[config.mk]
export PLATFORM = sky130hd
export DESIGN_NAME = core_en_sequencer
export DESIGN_NICKNAME = d
export VERILOG_FILES = /design/src/rtl/core_en_sequencer.sv
export SDC_FILE = /design/constraint.sdc
export NUM_CORES = 1
export LEC_CHECK = 0
export BUFFER_PORTS_ARGS = -buffer_cell sky130_fd_sc_hd__buf_4
export CAP_MARGIN = 25
export CORE_ASPECT_RATIO = 0.9
export CORE_MARGIN = 4
export CORE_UTILIZATION = 39
export CTS_BUF_LIST = sky130_fd_sc_hd__clkbuf_2
export DETAILED_ROUTE_END_ITERATION = 16
export PLACE_DENSITY_LB_ADDON = 0.25
export SYNTH_ARGS = -nofsm -noshare
export SYNTH_HDL_FRONTEND = slang
export SYNTH_SLANG_ARGS = --single-unit
[constraint.sdc]
create_clock -name clk_i -period 1.9 [get_ports clk_i]
set_input_delay 0.19 -clock clk_i [delete_from_list [all_inputs] [get_ports clk_i]]
set_output_delay 0.19 -clock clk_i [all_outputs]
set_load 0.01 [all_outputs]
[src/rtl/core_en_sequencer.sv]
// -----------------------------------------------------------------------------
// core_en_sequencer
//
// Drives the core enable consumed by the per-core clock-gate/reset controller.
// Power-up: raise enable, wait for the controller to release core reset.
// Shutdown: handshake a quiesce with the core, drop enable, then hold enable
// low for a minimum off time (and until reset is seen asserted again) before
// a new start is accepted.
//
// Optional feature (macro CORE_SEQ_TIMEOUT_EN):
//   When defined, POWERUP and QUIESCE are guarded by a watchdog of
//   TIMEOUT_CYCLES cycles. Expiry forces DRAIN and sets the sticky
//   err_timeout_o, which is cleared by the next accepted start.
//   When undefined, both states wait indefinitely and err_timeout_o is 0.
//
// Ports:
//   clk_i            in   clock
//   reset_n_i        in   asynchronous active-low reset
//   start_i          in   1-cycle start request (honoured only in OFF)
//   stop_i           in   1-cycle stop request (honoured only in POWERUP/RUN)
//   core_rst_n_fb_i  in   core reset_n feedback, asynchronous, synced here
//   quiesce_ack_i    in   core idle acknowledge, level
//   core_en_o        out  core enable, registered
//   quiesce_req_o    out  drain/idle request to the core, registered
//   running_o        out  state is RUN
//   busy_o           out  state is POWERUP, QUIESCE or DRAIN
//   err_timeout_o    out  sticky watchdog error
//   state_o          out  OFF=0 POWERUP=1 RUN=2 QUIESCE=3 DRAIN=4
// -----------------------------------------------------------------------------
module core_en_sequencer #(
    parameter int CNT_W          = 16,
    parameter int OFF_MIN_CYCLES = 16,
    parameter int TIMEOUT_CYCLES = 1024
) (
    input  logic       clk_i,
    input  logic       reset_n_i,
    input  logic       start_i,
    input  logic       stop_i,
    input  logic       core_rst_n_fb_i,
    input  logic       quiesce_ack_i,
    output logic       core_en_o,
    output logic       quiesce_req_o,
    output logic       running_o,
    output logic       busy_o,
    output logic       err_timeout_o,
    output logic [2:0] state_o
);

    typedef enum logic [2:0] {
        ST_OFF     = 3'd0,
        ST_POWERUP = 3'd1,
        ST_RUN     = 3'd2,
        ST_QUIESCE = 3'd3,
        ST_DRAIN   = 3'd4
    } state_t;

    localparam logic [CNT_W-1:0] OFF_LOAD = CNT_W'(OFF_MIN_CYCLES - 1);
    localparam logic [CNT_W-1:0] WD_LOAD  = CNT_W'(TIMEOUT_CYCLES - 1);

    state_t           r_state;
    state_t           w_state_nxt;
    logic             r_fb_meta;
    logic             r_fb_sync;
    logic [CNT_W-1:0] r_cnt;
    logic [CNT_W-1:0] w_cnt_nxt;
    logic             w_cnt_zero;
    logic             w_wd_expired;
    logic             w_wd_load;
    logic             w_start_ok;
    logic             w_timeout_hit;
    logic             r_core_en;
    logic             r_quiesce_req;
    logic             r_running;
    logic             r_busy;
    logic             r_err_timeout;

    assign w_cnt_zero = (r_cnt == {CNT_W{1'b0}});

`ifdef CORE_SEQ_TIMEOUT_EN
    // Watchdog armed on every entry into a waiting state.
    assign w_wd_load    = (w_state_nxt != r_state) &&
                          ((w_state_nxt == ST_POWERUP) || (w_state_nxt == ST_QUIESCE));
    assign w_wd_expired = w_cnt_zero;
`else
    assign w_wd_load    = 1'b0;
    assign w_wd_expired = 1'b0;
`endif

    // Two-flop synchronizer for the asynchronous core reset feedback.
    always_ff @(posedge clk_i or negedge reset_n_i) begin
        if (!reset_n_i) begin
            r_fb_meta <= 1'b0;
            r_fb_sync <= 1'b0;
        end else begin
            r_fb_meta <= core_rst_n_fb_i;
            r_fb_sync <= r_fb_meta;
        end
    end

    // Next-state decode; requests arriving in states that do not honour them are dropped.
    always_comb begin
        w_state_nxt   = r_state;
        w_start_ok    = 1'b0;
        w_timeout_hit = 1'b0;
        case (r_state)
            ST_OFF: begin
                // A simultaneous stop cancels the start.
                if (start_i && !stop_i) begin
                    w_state_nxt = ST_POWERUP;
                    w_start_ok  = 1'b1;
                end else begin
                    w_state_nxt = ST_OFF;
                end
            end
            ST_POWERUP: begin
                // Core never left reset, so no quiesce handshake is needed on stop.
                if (stop_i) begin
                    w_state_nxt = ST_DRAIN;
                end else if (r_fb_sync) begin
                    w_state_nxt = ST_RUN;
                end else if (w_wd_expired) begin
                    w_state_nxt   = ST_DRAIN;
                    w_timeout_hit = 1'b1;
                end else begin
                    w_state_nxt = ST_POWERUP;
                end
            end
            ST_RUN: begin
                // Losing reset release means the core is already gone: skip quiesce.
                if (!r_fb_sync) begin
                    w_state_nxt = ST_DRAIN;
                end else if (stop_i) begin
                    w_state_nxt = ST_QUIESCE;
                end else begin
                    w_state_nxt = ST_RUN;
                end
            end
            ST_QUIESCE: begin
                if (quiesce_ack_i) begin
                    w_state_nxt = ST_DRAIN;
                end else if (w_wd_expired) begin
                    w_state_nxt   = ST_DRAIN;
                    w_timeout_hit = 1'b1;
                end else begin
                    w_state_nxt = ST_QUIESCE;
                end
            end
            ST_DRAIN: begin
                // Leave only after the off time has elapsed and the core is back in reset.
                if (w_cnt_zero && !r_fb_sync) begin
                    w_state_nxt = ST_OFF;
                end else begin
                    w_state_nxt = ST_DRAIN;
                end
            end
            default: begin
                w_state_nxt = ST_OFF;
            end
        endcase
    end

    // Counter: loaded on state entry, otherwise counts down and holds at zero.
    always_comb begin
        w_cnt_nxt = r_cnt;
        if ((w_state_nxt == ST_DRAIN) && (r_state != ST_DRAIN)) begin
            w_cnt_nxt = OFF_LOAD;
        end else if (w_wd_load) begin
            w_cnt_nxt = WD_LOAD;
        end else if (!w_cnt_zero) begin
            w_cnt_nxt = r_cnt - {{(CNT_W-1){1'b0}}, 1'b1};
        end else begin
            w_cnt_nxt = r_cnt;
        end
    end

    // State, counter, and output flops; outputs are decoded from the next state
    // so they change in the same cycle the state does.
    always_ff @(posedge clk_i or negedge reset_n_i) begin
        if (!reset_n_i) begin
            r_state       <= ST_OFF;
            r_cnt         <= {CNT_W{1'b0}};
            r_core_en     <= 1'b0;
            r_quiesce_req <= 1'b0;
            r_running     <= 1'b0;
            r_busy        <= 1'b0;
            r_err_timeout <= 1'b0;
        end else begin
            r_state       <= w_state_nxt;
            r_cnt         <= w_cnt_nxt;
            r_core_en     <= (w_state_nxt == ST_POWERUP) || (w_state_nxt == ST_RUN) ||
                             (w_state_nxt == ST_QUIESCE);
            r_quiesce_req <= (w_state_nxt == ST_QUIESCE);
            r_running     <= (w_state_nxt == ST_RUN);
            r_busy        <= (w_state_nxt == ST_POWERUP) || (w_state_nxt == ST_QUIESCE) ||
                             (w_state_nxt == ST_DRAIN);
            if (w_start_ok) begin
                r_err_timeout <= 1'b0;
            end else if (w_timeout_hit) begin
                r_err_timeout <= 1'b1;
            end else begin
                r_err_timeout <= r_err_timeout;
            end
        end
    end

    assign core_en_o     = r_core_en;
    assign quiesce_req_o = r_quiesce_req;
    assign running_o     = r_running;
    assign busy_o        = r_busy;
    assign err_timeout_o = r_err_timeout;
    assign state_o       = r_state;

endmodule

==> summary.txt, run 1 <==
Status -> complete, but fails checks
Failing checks -> negative setup slack
Worst-case clock buffer depth -> 2
Post-synthesis cell count -> 137
# setup viols final -> 5
Buffers and inverters on the worst path -> 1
Final worst setup slack -> -75.7 ps
Core Region -> 3160 µm²
Fin crit share -> 104%
Leakage -> 0.740 nW
CP max stage delay -> 470 ps
Startpoint Class -> register
Required time of the critical path -> 2220 ps
R2R Path Start -> r_cnt[1]
Power Density -> 1120 nW/µm²
Fin cells -> 213
Most frequent cells in the layout -> buf_4 (31), dfrtp_1 (25), o21ai_0 (9)
Worst Hold Launch -> quiesce_ack_i
Finished Core Util -> 55.3%
Cells after DPL -> 205
Fin. Hold Viols -> 0
Crit Path Class -> reg2reg
Vias -> 1188
Die X -> 69.6 µm
Hold WS -> 144 ps
Critical path arrival -> 2300 ps
Compound-gate portion of the synthesized area -> 16.4%
Total global routing overflow -> 0
Area grow syn2layout -> 31.4%
Most common cell after layout, fill and taps aside -> buf_4
Library cells used by synthesis -> 42
Vias in the first global route -> 1195
Critical path's top delay family -> simple AND/OR/NAND/NOR gates
Die Y -> 63.4 µm
Mux share of post-synthesis cell area -> 0.752%
R2R cell count -> 6
Io pins -> 14
Leading register cell type out of synthesis -> dfrtp_1
Simple-gate share of the synthesized area -> 30.8%
# H-tree levels -> 1
N_diodes -> 0
Post-DRT Antenna Nets -> 0
Largest net degree at the start of global routing -> 26
Hold EP -> state_o[1]
Syn. warnings -> 0
R2r setup slk -> -80 ps
CTS tree -> yes
Most used cell, CP -> or3_4
Slew Limit Fails -> 0
Syn nets -> 145
Gp weighted congestion -> 0.858
Clock Skew -> 8.38 ps
DRT Pass-1 Iters -> 4
Largest family of logic cells by synthesized area -> simple AND/OR/NAND/NOR gates
EDFF count, synth -> 0
Root buffer selected by CTS -> clkbuf_2
Worst min path class -> in2reg
Dpl hpwl -> 2320 µm
Slew @ Worst Pin -> 598 ps
First-pass GRT wire length -> 5470 µm
Fin crit period -> 1980 ps
# port buffers -> 12
Num CTS Buffers -> 3
Syn_area_per_cell -> 9.72 µm²
Row cnt -> 19
Crit path max-delay cell type -> dfrtp_1
Clk slew on worst S/H paths -> 250 ps
Hold path cells -> 4
Vias per inst -> 5.58
Antenna violations before repair -> 0
CP cell instances -> inv_2 -> ha_4 -> or3b_4 -> or3_4 -> or3_4 -> a21oi_2
Sequential area share after synthesis -> 47.0%
Clock latency at the later pin of the worst-skew pair -> 360 ps
Crit. End Element -> register
Adder-Cell Fraction of Synth Area -> 1.88%
Residual DRC -> 0
Nets -> 180
Post-Syn Area -> 1330 µm²
Async set-reset flop share out of synthesis -> 100%
Share of layout cells above drive strength 1 -> 36.3%
Area contributors post-synth -> dfrtp_1 (47%), a21oi_1 (3.8%), o21ai_0 (3.8%)
Crit-path max FO -> 4
Area share of the largest cell type after synthesis -> 47.0%
Worst r2r dst -> r_cnt[6]
F_max -> 0.506 GHz
CTS Sinks -> 25
Final wirelength -> 3210 µm
First DRT Iteration DRCs -> 41
Post-Synth XOR/XNOR Area -> 0%
Die Area -> 4410 µm²
Unrepaired setup endpoints after global routing -> true
GR Util All Layers -> 15.2%
Relative slew margins -> 60.0%
Max Cap Viol -> 0
Synth Register Bits -> 25
Worst slack at placement -> -59.8 ps
Area leader, netlist -> dfrtp_1
Initial Util -> 42.1%
Drt wl/cell -> 15.0 µm
Worst IR Drop VDD -> 0.632 mV
## cells by family after synthesis
kind of cell	after synthesis
other	1
muxes	1
AOI/OAI and AO/OA	35
DFF	25
buffers and inverters	9
adders and majority gates	2
and+or+nand+nor	64
## cells in the mapped netlist (all sizes together), types with 2 or more instances
cell type   n
nor3b       3
and2        3
a31oi       2
a21oi      10
ha          2
or4b        2
or4         5
nor3        2
nor2b       6
nand2       7
o21ai      10
a211o       3
nand4       2
nand2b      4
o31ai       3
or2         5
nand3       3
nor2        7
inv         4
clkbuf      4
a211oi      2
nor4bb      2
dfrtp      25
or3         4
nor4        4
## through the flow
step / TNS (ps) / cell area [µm²] / power, mW
2_1_floorplan: 0 / 1340 / 1.24
3_3_place_gp: 0 / 1610 / 1.55
3_5_place_dp: -116 / 1610 / 1.59
4_1_cts: -113 / 1680 / 1.87
5_1_grt: -863 / 1750 / 2.11
6_report: -219 / 1750 / 1.95
## metal layers
metal / part of all wire [%] / global-route usage, %
met3: 3.4 / 2.38
met5: 0 / 0
met4: 2.0 / 6.83
met2: 46 / 23.6
met1: 49 / 20.8
## worst max path at each step
stage	from	to	cells past startpoint
after floorplan	r_cnt[0]	r_cnt[10]	6
final	r_cnt[1]	r_cnt[6]	6
after CTS	r_cnt[1]	r_cnt[10]	6
after detailed placement	r_cnt[1]	r_cnt[10]	6
after global placement	r_cnt[7]	r_cnt[9]	4
after global routing	r_cnt[1]	r_cnt[6]	6
## report_power, final
| part | internal, mW | leakage, nW | switching [mW] | total (mW) |
|---|---|---|---|---|
| Sequential | 0.689 | 0.302 | 0.176 | 0.865 |
| Clock | 0.0550 | 0.0170 | 0.170 | 0.225 |
| Combinational | 0.450 | 0.421 | 0.416 | 0.865 |
## worst reg2reg max path, delay by kind of cell (launching register included)
family	cells	cell delay, ps
buffers and inverters	1	100
flip-flops	1	470
AO/OA/AOI/OAI	1	120
adder cells (fa/ha/maj)	1	140
AND/OR/NAND/NOR	3	1120
## flip-flops by register name, summed over array words and instances, names as in the netlist
signal         flops
busy_o             1
core_en_o          1
quiesce_req_o      1
r_cnt             16
r_fb_meta          1
r_fb_sync          1
running_o          1
state_o            3
## area by class of cell
cell class | count | area, µm²
multi-input cells | 103 | 757
inverters | 4 | 15.0
well taps | 42 | 52.6
fillers | 282 | 1410
flip-flops and latches | 25 | 626
repair buffers | 35 | 275
clock buffers | 3 | 15.0
clock inverters | 1 | 8.76
## timing repair
action,CTS,global route
cloned,0,0
setup endpoints to repair,8,14
resized for setup,7,16
hold buffers,2,0
hold endpoints to repair,26,0
pin swaps,5,6
setup buffers,1,1
Power figures use the tool's default switching activity.
==> run 2: changes to the inputs <==
Settings changed: CELL_PAD_IN_SITES_DETAIL_PLACEMENT from default to 1, CELL_PAD_IN_SITES_GLOBAL_PLACEMENT from default to 2, CORE_UTILIZATION 39 to 34, CTS_CLUSTER_DIAMETER from default to 80.
==> run 2 against run 1 <==
Compared with the run above: wire length grew 16%; critical endpoint is now r_cnt[9]; largest cell class unchanged; critical path type unchanged; first-iteration DRC count grew 49%; the run still ends with negative setup slack left; die area is 13% higher.
==> summary.txt, run 2 (synthesis gave the netlist of run 1 again) <==
Status -> complete, but fails checks
Failing checks -> negative setup slack
Crit-path max FO -> 4 (unchanged)
Max reg flops -> 16 (unchanged)
CP max stage delay -> 600 ps (+130 ps)
Total global routing overflow -> 0 (unchanged)
Gp weighted congestion -> 0.853 (-0.57%)
First DRT Iteration DRCs -> 61 (+49%)
Initial Util -> 35.4% (-6.7 points)
# port buffers -> 12 (unchanged)
Nets -> 183 (+1.7%)
Vias in the first global route -> 1186 (-0.75%)
Fill cells -> 437 (+55%)
Row cnt -> 21 (+2)
Worst slack at placement -> -103 ps (-43.5 ps)
Final worst setup slack -> -113 ps (-37.3 ps)
Die Area -> 4980 µm² (+13%)
Crit. End Element -> register
Required time of the critical path -> 2210 ps (about the same)
Largest net degree at the start of global routing -> 26 (unchanged)
Area grow syn2layout -> 32.5%
Multi-input combinational cell area -> 752 µm² (-0.66%)
Clk slew on worst S/H paths -> 250 ps (about the same)
Vias per inst -> 5.43 (-2.6%)
Die Y -> 67.4 µm (+6.2%)
CTS tree -> yes
First-pass GRT wire length -> 6130 µm (+12%)
CTS Sinks -> 25 (unchanged)
Worst-case clock buffer depth -> 2 (unchanged)
Buffers and inverters on the worst path -> 0 (-1)
Io pins -> 14 (unchanged)
N_diodes -> 0 (unchanged)
Num CTS Buffers -> 3 (unchanged)
Worst IR Drop VDD -> 0.591 mV (-6.5%)
Most frequent cells in the layout -> buf_4 (35), dfrtp_1 (25), o21ai_0 (10)
Critical path's top delay family -> simple AND/OR/NAND/NOR gates
Antenna violations before repair -> 0 (unchanged)
Max Cap Viol -> 0 (unchanged)
Crit path max-delay cell type -> or4_4
DP Area -> 1640 µm² (+2.2%)
DRT Pass-1 Iters -> 3 (-1)
Finished Core Util -> 47.0% (-8.4 points)
Drt wl/cell -> 16.9 µm (+12%)
Post-DRT Antenna Nets -> 0 (unchanged)
Reg area -> 626 µm² (unchanged)
Relative slew margins -> 60.2% (+0.23 points)
Fin crit period -> 2010 ps (+37.3 ps)
Critical path arrival -> 2330 ps (+30 ps)
Fin crit share -> 106% (+2.0 points)
Slew Limit Fails -> 0 (unchanged)
Die X -> 74.0 µm (+6.3%)
# H-tree levels -> 1 (unchanged)
Unrepaired setup endpoints after global routing -> true
Power Density -> 1100 nW/µm² (-1.2%)
Leakage -> 0.751 nW (+1.5%)
Largest Register -> r_cnt
F_max -> 0.497 GHz (-1.9%)
Share of layout cells above drive strength 1 -> 35.6% (-0.63 points)
Hold WS -> 167 ps (+23.4 ps)
Worst min path class -> in2reg
# setup viols final -> 4 (-1)
Startpoint Class -> register
Slew @ Worst Pin -> 595 ps (-3.51 ps)
Root buffer selected by CTS -> clkbuf_2
Vias -> 1195 (+0.59%)
Residual DRC -> 0 (unchanged)
Most common cell after layout, fill and taps aside -> buf_4
Crit Path Class -> reg2reg
Fin. Hold Viols -> 0 (unchanged)
Dpl hpwl -> 2720 µm (+17%)
Core Region -> 3760 µm² (+19%)
Clock Skew -> 19.4 ps (+11.0 ps)
Final wirelength -> 3710 µm (+16%)
Fin area -> 1760 µm² (+0.86%)
Clock latency at the later pin of the worst-skew pair -> 360 ps (about the same)
GR Util All Layers -> 16.2% (+1.0 points)
CP cell instances -> or4_4 -> or2_4 -> or4b_4 -> a21oi_2
==> run 2: changes by cell type in the layout (fill, tap and decap cells not counted), sizes merged <==
cell    previous run  this run
inv                5         4
buf               33        36
clkinv             0         1
==> run 2: what timing repair did <==
| item | in CTS | in global routing |
|---|---|---|
| pin swaps | 8 | 6 |
| hold endpoints to repair | 26 | 0 |
| gates resized for setup | 11 | 7 |
| endpoints found under the setup margin | 8 | 14 |
| hold buffers | 2 | 0 |
| buffers inserted | 1 | 0 |
| cloned | 0 | 0 |
==> run 2: worst min-delay path, cell delays in order <==
cell and delay (ps):
buf_4 80, nor2b_1 50, nand2_1 60, a21oi_1 120
==> run 2: final cells by class <==
cell class	instances	share of cell area, %
multi-input combinational	103	42.6
timing repair buffer	38	16.7
inverter	4	0.851
clock buffer	3	0.851
clock inverter	1	0.284
tap	46	3.26
sequential	25	35.5
==> run 2: report_power, final <==
| group | internal (mW) | total, mW | switching (mW) |
|---|---|---|---|
| combinational | 0.441 | 0.871 | 0.430 |
| clock | 0.0478 | 0.210 | 0.162 |
| sequential | 0.689 | 0.868 | 0.179 |
| total | 1.18 | 1.95 | 0.771 |
==> run 2: metal layers <==
layer / vias to the layer above / track usage, % / share of wire, %
met3: 2 / 3.27 / 2.2
met4: 0 / 2.71 / 0.46
met1: 603 / 23.0 / 51
met5: - / 0 / 0
met2: 8 / 25.9 / 46
li1: 582 / - / -
==> run 2: path summary, 6_finish.rpt <==
path	from	end	slack (ps)	cells after the start
worst max register to register	r_cnt[6]	r_cnt[9]	-110	4
worst min-delay path	quiesce_ack_i	state_o[1]	170	4
worst min register to register	r_fb_meta	r_fb_sync	390	0
worst max-delay path	r_cnt[6]	r_cnt[9]	-110	4
min in group asynchronous	reset_n_i	r_cnt[6]	230	2
max in group asynchronous	reset_n_i	r_cnt[3]	1400	2
==> run 2: per-stage QoR <==
stage	instances	TNS [ps]	power, mW
floorplan	137	0	1.24
global placement	213	-48.8	1.59
detailed placement	213	-309	1.63
CTS	220	-128	1.91
global route	220	-921	2.11
finish	220	-197	1.95
